File: src/rtl/if_id_stage.sv
// Fetch return path + IF/ID register: pairs each late SRAM word with its PC and feeds decode.
// Latency: fetch_pc to id_pc is 2 cycles; a redirect costs 2 bubble cycles.
// Backpressure: decode stalls fill a 2-entry skid FIFO; pc_hold freezes the PC before it overflows.
module if_id_stage (
  input  logic        clk,
  input  logic        rst,
  input  logic [31:0] fetch_pc,
  input  logic [31:0] im_rdata,
  input  logic        id_stall,
  input  logic        redirect,
  output logic        pc_hold,
  output logic        im_en,
  output logic        id_valid,
  output logic [31:0] id_inst,
  output logic [31:0] id_pc
);

  localparam logic [31:0] NOP = 32'h0000_0013;

  // In-flight fetch: f_valid_q means im_rdata belongs to f_pc_q this cycle
  logic        f_valid_q;
  logic [31:0] f_pc_q;

  // Skid FIFO storage and bookkeeping
  logic [31:0] fifo_pc   [2];
  logic [31:0] fifo_inst [2];
  logic        rd_ptr;
  logic        wr_ptr;
  logic [1:0]  count;

  logic        has_entry;
  logic        avail;
  logic        take;
  logic        push;
  logic        pop;
  logic        issue;
  logic [2:0]  occ_next;
  logic [31:0] head_pc;
  logic [31:0] head_inst;

  // Head selection, hand-off decisions and PC backpressure
  always_comb begin
    has_entry = (count != 2'd0);
    avail     = has_entry | f_valid_q;
    head_pc   = has_entry ? fifo_pc[rd_ptr]   : f_pc_q;
    head_inst = has_entry ? fifo_inst[rd_ptr] : im_rdata;
    take      = avail & ~id_stall & ~redirect;
    // The arriving word only needs buffering if the bypass did not hand it straight to IF/ID
    push      = f_valid_q & ~redirect & ~(take & ~has_entry);
    pop       = take & has_entry;
    // take implies something is available, so this never underflows
    occ_next  = {1'b0, count} + {2'b00, f_valid_q} - {2'b00, take};
    issue     = (occ_next <= 3'd1);
    pc_hold   = ~issue;
    im_en     = issue & ~redirect;
  end

  // Track which address the SRAM is returning data for next cycle
  always_ff @(posedge clk or posedge rst) begin
    if (rst) begin
      f_valid_q <= 1'b0;
      f_pc_q    <= 32'h0;
    end else begin
      f_valid_q <= issue & ~redirect;
      f_pc_q    <= fetch_pc;
    end
  end

  // Skid FIFO pointers and occupancy; a redirect flushes everything buffered
  always_ff @(posedge clk or posedge rst) begin
    if (rst) begin
      rd_ptr <= 1'b0;
      wr_ptr <= 1'b0;
      count  <= 2'd0;
    end else if (redirect) begin
      rd_ptr <= 1'b0;
      wr_ptr <= 1'b0;
      count  <= 2'd0;
    end else begin
      if (push) wr_ptr <= ~wr_ptr;
      if (pop)  rd_ptr <= ~rd_ptr;
      case ({push, pop})
        2'b10:   count <= count + 2'd1;
        2'b01:   count <= count - 2'd1;
        default: count <= count;
      endcase
    end
  end

  // Skid FIFO storage; cleared on reset so no stale words survive
  always_ff @(posedge clk or posedge rst) begin
    if (rst) begin
      for (int i = 0; i < 2; i++) begin
        fifo_pc[i]   <= 32'h0;
        fifo_inst[i] <= NOP;
      end
    end else if (push) begin
      fifo_pc[wr_ptr]   <= f_pc_q;
      fifo_inst[wr_ptr] <= im_rdata;
    end
  end

  // IF/ID register: redirect beats stall, stall holds, otherwise load head or insert a bubble
  always_ff @(posedge clk or posedge rst) begin
    if (rst) begin
      id_valid <= 1'b0;
      id_inst  <= NOP;
      id_pc    <= 32'h0;
    end else if (redirect) begin
      id_valid <= 1'b0;
      id_inst  <= NOP;
      id_pc    <= 32'h0;
    end else if (id_stall) begin
      id_valid <= id_valid;
      id_inst  <= id_inst;
      id_pc    <= id_pc;
    end else if (take) begin
      id_valid <= 1'b1;
      id_inst  <= head_inst;
      id_pc    <= head_pc;
    end else begin
      id_valid <= 1'b0;
      id_inst  <= NOP;
    end
  end

endmodule

File: config.mk
export PLATFORM = sky130hd
export DESIGN_NAME = if_id_stage
export DESIGN_NICKNAME = d
export VERILOG_FILES = /design/src/rtl/if_id_stage.sv
export SDC_FILE = /design/constraint.sdc
export NUM_CORES = 1
export LEC_CHECK = 0
export CORE_MARGIN = 5
export CORE_UTILIZATION = 63
export DETAILED_ROUTE_END_ITERATION = 8
export DONT_BUFFER_PORTS = 1
export GPL_TIMING_DRIVEN = 0
export PLACE_DENSITY = 0.77
export RECOVER_POWER = 50
export REMOVE_ABC_BUFFERS = 1
export SLEW_MARGIN = 20
export SYNTH_ARGS = -nofsm -noshare
export SYNTH_HDL_FRONTEND = slang
export SYNTH_SLANG_ARGS = --single-unit
File: constraint.sdc
create_clock -name clk -period 7.6 [get_ports clk]
set_input_delay 0.76 -clock clk [delete_from_list [all_inputs] [get_ports clk]]
set_output_delay 0.76 -clock clk [all_outputs]
set_load 0.1 [all_outputs]
# ---- Word level (Yosys, flattened, before mapping)
# Index checks and enable logic that the tools add are counted.
dict set report word_totals {
  reg_bits 230
  latchBits 0
  ramBits 0
  romBits 0
  in_bits 68
  output_inout_bits 67
  elab_cells 74
  memories 0
}
dict set report classes {
  n_addsub 4
  mul 0
  div 0
  magnitude_cmp 4
  eq_ne 3
  shifts 0
  mux 27
  n_bitwise 17
  n_reduce_logical 7
}
# cell count
set ops {}
lappend ops {{$mux W32} 15}
lappend ops {{$bwmux W64} 2}
lappend ops {{$demux W32 S1} 1}
lappend ops {{$reduce_bool A2 Y1} 4}
lappend ops {{$and A1 B1 Y1} 7}
lappend ops {{$mux W1} 7}
lappend ops {{$not A1 Y1} 7}
lappend ops {{$ge A2 B2 Y1 const B} 2}
lappend ops {{$not A1 Y2} 2}
lappend ops {{$pmux W2 S2} 1}
lappend ops {{$add A2 B1 Y3} 1}
lappend ops {{$le A3 B1 Y1 const B} 1}
lappend ops {{$reduce_bool A3 Y1} 1}
lappend ops {{$sub A3 B1 Y3} 1}
lappend ops {{$add A2 B1 Y2 const B} 1}
lappend ops {{$eq A2 B1 Y1 const B} 1}
lappend ops {{$eq A2 B2 Y1 const B} 1}
lappend ops {{$lt A2 B1 Y1 const B} 1}
lappend ops {{$mux W2} 1}
lappend ops {{$ne A2 B1 Y1 const B} 1}
lappend ops {{$reduce_and A2 Y1} 1}
lappend ops {{$sub A2 B1 Y2 const B} 1}
lappend ops {{$logic_and A1 B1 Y1} 1}
lappend ops {{$or A1 B1 Y1} 1}

# ---- Depth between registers and ports, before layout
dict set report depth {
  word_depth 10
  depth_mapped 13
  depth_no_buf 10
}

# ---- Least setup slack after synthesis
# OpenSTA, ideal clock, no wires.
dict set report synth_path {
  kind {input port to output port}
  from {input port id_stall}
  to {output port im_en}
  arrival_time_ns 4.743
  required_ns 6.840
  path_slack_ns 2.097
  stages 13
  path_buffers 3
  cell_sequence {buf_6 -> or2_2 -> buf_2 -> buf_1 -> nor2_1 -> ha_1 -> inv_1 -> ha_1 -> inv_1 -> fa_1 -> xnor2_1 -> nand2_1 -> nor2_1}
}
dict set report synth_between {
  elab_chain_cells 6
}
# element line
set synth_rtl {}
lappend synth_rtl {{start: declaration} 9} ;# input logic id_stall,
lappend synth_rtl {{$not A1 Y1} 47} ;# take = avail & ~id_stall & ~redirect;
lappend synth_rtl {{$and A1 B1 Y1 (2 in a row)} 47}
lappend synth_rtl {{$sub A3 B1 Y3} 52} ;# occ_next = {1'b0, count} + {2'b00, f_valid_q} - {2'b00, take};
lappend synth_rtl {{$le A3 B1 Y1} 53} ;# issue = (occ_next <= 3'd1);
lappend synth_rtl {{$and A1 B1 Y1} 55} ;# im_en = issue & ~redirect;
lappend synth_rtl {{end: declaration} 12} ;# output logic im_en,
# No other way between the ends.

# ---- Worst setup path after layout
# Same ends and word-level chain as after synthesis.

==> results_dict.tcl <==
set metrics [dict create \
    placed_area_um2 9997 \
    final-max-slew-violation-count 63 \
    final_common_cell "dfrtp_1" \
    status "finished with violations" \
    fin_area_um2 10940 \
    cp.required_ps 6840 \
    rows 45 \
    fin_cells 844 \
    fin_ws_ps 2937 \
    tightest_slew_ps 2883 \
    hold_buffers 0 \
    irDropWorstVdd_mv 0.2333 \
    r2r_slack_ps 4130 \
    crit_buf_inv 4 \
    worstPathArrival_ps 3900 \
    via_count 5580 \
    drc 0 \
    finalPower_mw 4.503 \
    setup_tns_ps 0 \
    clkLatencyLatePin_ps 510 \
    ant_nets 0 \
    grt_usage_pct 23.67 \
    numPortBuffers 0 \
    power_frac_clock_pct 30.4 \
    cts.sinks 230 \
    htreeDepth 1 \
    setup_viol 0 \
    crit_path_max_incr_delay_ps 600 \
    crit_family "simple AND/OR/NAND/NOR gates" \
    worstSetupPathType "in -> out" \
    antenna_found_initial 3 \
    detail_route.wirelength_mm 21.24 \
    finClkSkew_ps 17.86 \
    cts_resized 0 \
    wl_per_cell_um 25.17 \
    cts_setup_buffers 0 \
    violations "capacitance limit, slew limit" \
    synth_cell_types 38 \
    hpwlAfterDp_mm 12.88 \
    fin_crit_ps 4663 \
    fp.dieH_um 134.3 \
    cp_max_fo 38 \
    fin_util_pct 71.93 \
    min_path_type "in -> reg" \
    drive_gt1_share_pct 24.12 \
    drt-initial-drc-count 393 \
    fin_crit_sh_pct 61.35 \
    numPlacedInstances 799 \
    syn_area_per_cell_um2 14.99 \
    path_clk_slew_ps 60 \
    overflow 0 \
    ctsRootBufferMaster "clkbuf_16" \
    cts_buffer_depth 3 \
    power.density_nw_per_um2 411.8 \
    pwr-share-seq_pct 50.4 \
    netlist_area_um2 9731 \
    relSlewSlack_pct -93.25 \
    final_nets 708 \
    dp_slack_ps 3007 \
    endpoint_kind "primary output" \
    synth-seq-cells 230 \
    yosysSeqAreaShare_pct 59.26 \
    grt_pass1_wl_mm 34.21 \
    cts_buffers 24 \
    cts_tree "yes" \
    postSynthCellCount 649 \
    dieArea_um2 18030 \
    first_pass_iters 5 \
    fmax_ghz 0.2145 \
    grt_pass1_vias 6247 \
    start_util_pct 64.01 \
    power_switching_mw 1.479 \
    hold_viol 0 \
    swShare_pct 32.85 \
    grt_start_max_net_pins 86 \
    path_cells "or2_4 -> buf_12 -> nor2_1 -> ha_1 -> inv_1 -> ha_1 -> inv_1 -> fa_1 -> xnor2_1 -> nand2_1 -> nor2_2 -> buf_16" \
    drv_cap 1 \
    gp_congestion 0.7182 \
    cp_slowest_cell "nand2_1" \
    fin_hold_ws_ps 267.9 \
    rsz0062_at_grt "false" \
    p_leak_nw 4.912 \
    core_area_um2 15200 \
    final_cell_mix "dfrtp_1 (220), nor3_1 (65), mux2i_1 (61), a221o_1 (61), mux2_4 (60)" \
    worstSetupStartpointType "input pin" \
    p_int_mw 3.024 \
    via_per_inst 6.611 \
    synth_warnings 0 \
    ios 135 \
    comb_power_share_pct 19.3 \
    die_w_um 134.3 \
    areaGrowthSynthToFinish_pct 12.38 \
]
[worst register-to-register path, stage by stage, from the launching register on]
cell and delay, ps:
dfrtp_1 510, nor3_1 330, nor2_1 110, ha_1 300, inv_1 80, ha_1 150, inv_1 60, fa_1 380
xnor2_1 160, nand2_1 600, nor2_2 410, buf_16 210, buf_1 110
[sequential cells by signal, indices dropped and copies added (netlist names)]
register and cells:
fifo_inst 64, count 2, id_valid 1, fifo_pc 64, rd_ptr 1, id_inst 32
f_pc_q 32, id_pc 32, f_valid_q 1, wr_ptr 1
[layer usage]
layer  global-route usage [%]  wire, µm
met5                        0        25
met4                    6.618       433
met3                    7.464      1797
met2                    40.34     10610
met1                    29.32      8378
[power by group through the flow]
| stage | registers, mW | logic (mW) | clock network, mW |
|---|---|---|---|
| 4_1_cts | 2.27 | 0.879 | 1.38 |
| 5_1_grt | 2.31 | 0.941 | 1.44 |
| 3_5_place_dp | 2.28 | 0.863 | 0 |
| 3_3_place_gp | 2.25 | 0.767 | 0 |
| 2_1_floorplan | 2.20 | 0.683 | 0 |
| 6_report | 2.27 | 0.868 | 1.37 |
[synthesized netlist by cell type, drive strengths merged]
library cell  instances  area [µm²]
nand2b                1       6.260
nand2                 2       7.510
nor3                 65       325.3
o41ai                 1       16.27
nand3                 1       5.000
or2                   1       6.260
xnor2                 2       17.52
nand3b                1       7.510
nor2b                 3       18.77
o21ai                 2       10.01
o21ba                 1       10.01
a221oi                1       8.760
a221o                61       610.6
a41o                  1       10.01
buf                  36       330.3
a2111oi               3       26.28
mux2                128        1667
nor2                  5       21.27
dfstp                 9       236.5
inv                   6       22.52
a211oi                1       7.510
o31ai                 3       22.52
a21oi                 6       30.03
ha                    2       25.02
mux2i                61       610.6
or3                   3       18.77
a21o                  1       7.510
fa                    1       20.02
clkbuf               19       71.32
dfrtp               221        5530
nand4b                1       23.77
[path summary, 6_finish.rpt]
path,startpoint,to,cells past startpoint
worst min-delay path,fetch_pc[22],f_pc_q[22],0
worst min register to register,fifo_pc[46],fifo_pc[46],1
worst max register to register,f_valid_q,f_valid_q,12
min in group asynchronous,rst,fifo_pc[56],1
worst max-delay path,id_stall,im_en,12
max in group asynchronous,rst,id_pc[15],1
[cell type report]
type                       instances  area [µm²]
tap                              188       235.2
clock buffer                      28       645.6
antenna                            1       2.502
sequential                       230        5771
inverter                           6       23.77
multi-input combinational        358        3570
clock inverter                    16       296.5
fill                             950        4267
timing repair buffer              17       391.6
[logic make-up (layout without fill, tap and decap cells)]
logic type / count (synthesis) / in the layout / share of synthesized area [%]
AO/OA/AOI/OAI: 81 / 81 / 7.805
multiplexers: 189 / 189 / 23.40
adder cells (fa/ha/maj): 3 / 3 / 0.4629
AND/OR/NAND/NOR: 83 / 83 / 4.526
flip-flops: 230 / 230 / 59.26
other: 0 / 1 / 0
XOR/XNOR: 2 / 2 / 0.1801
buffers and inverters: 61 / 67 / 4.359
Power figures use the tool's default switching activity.
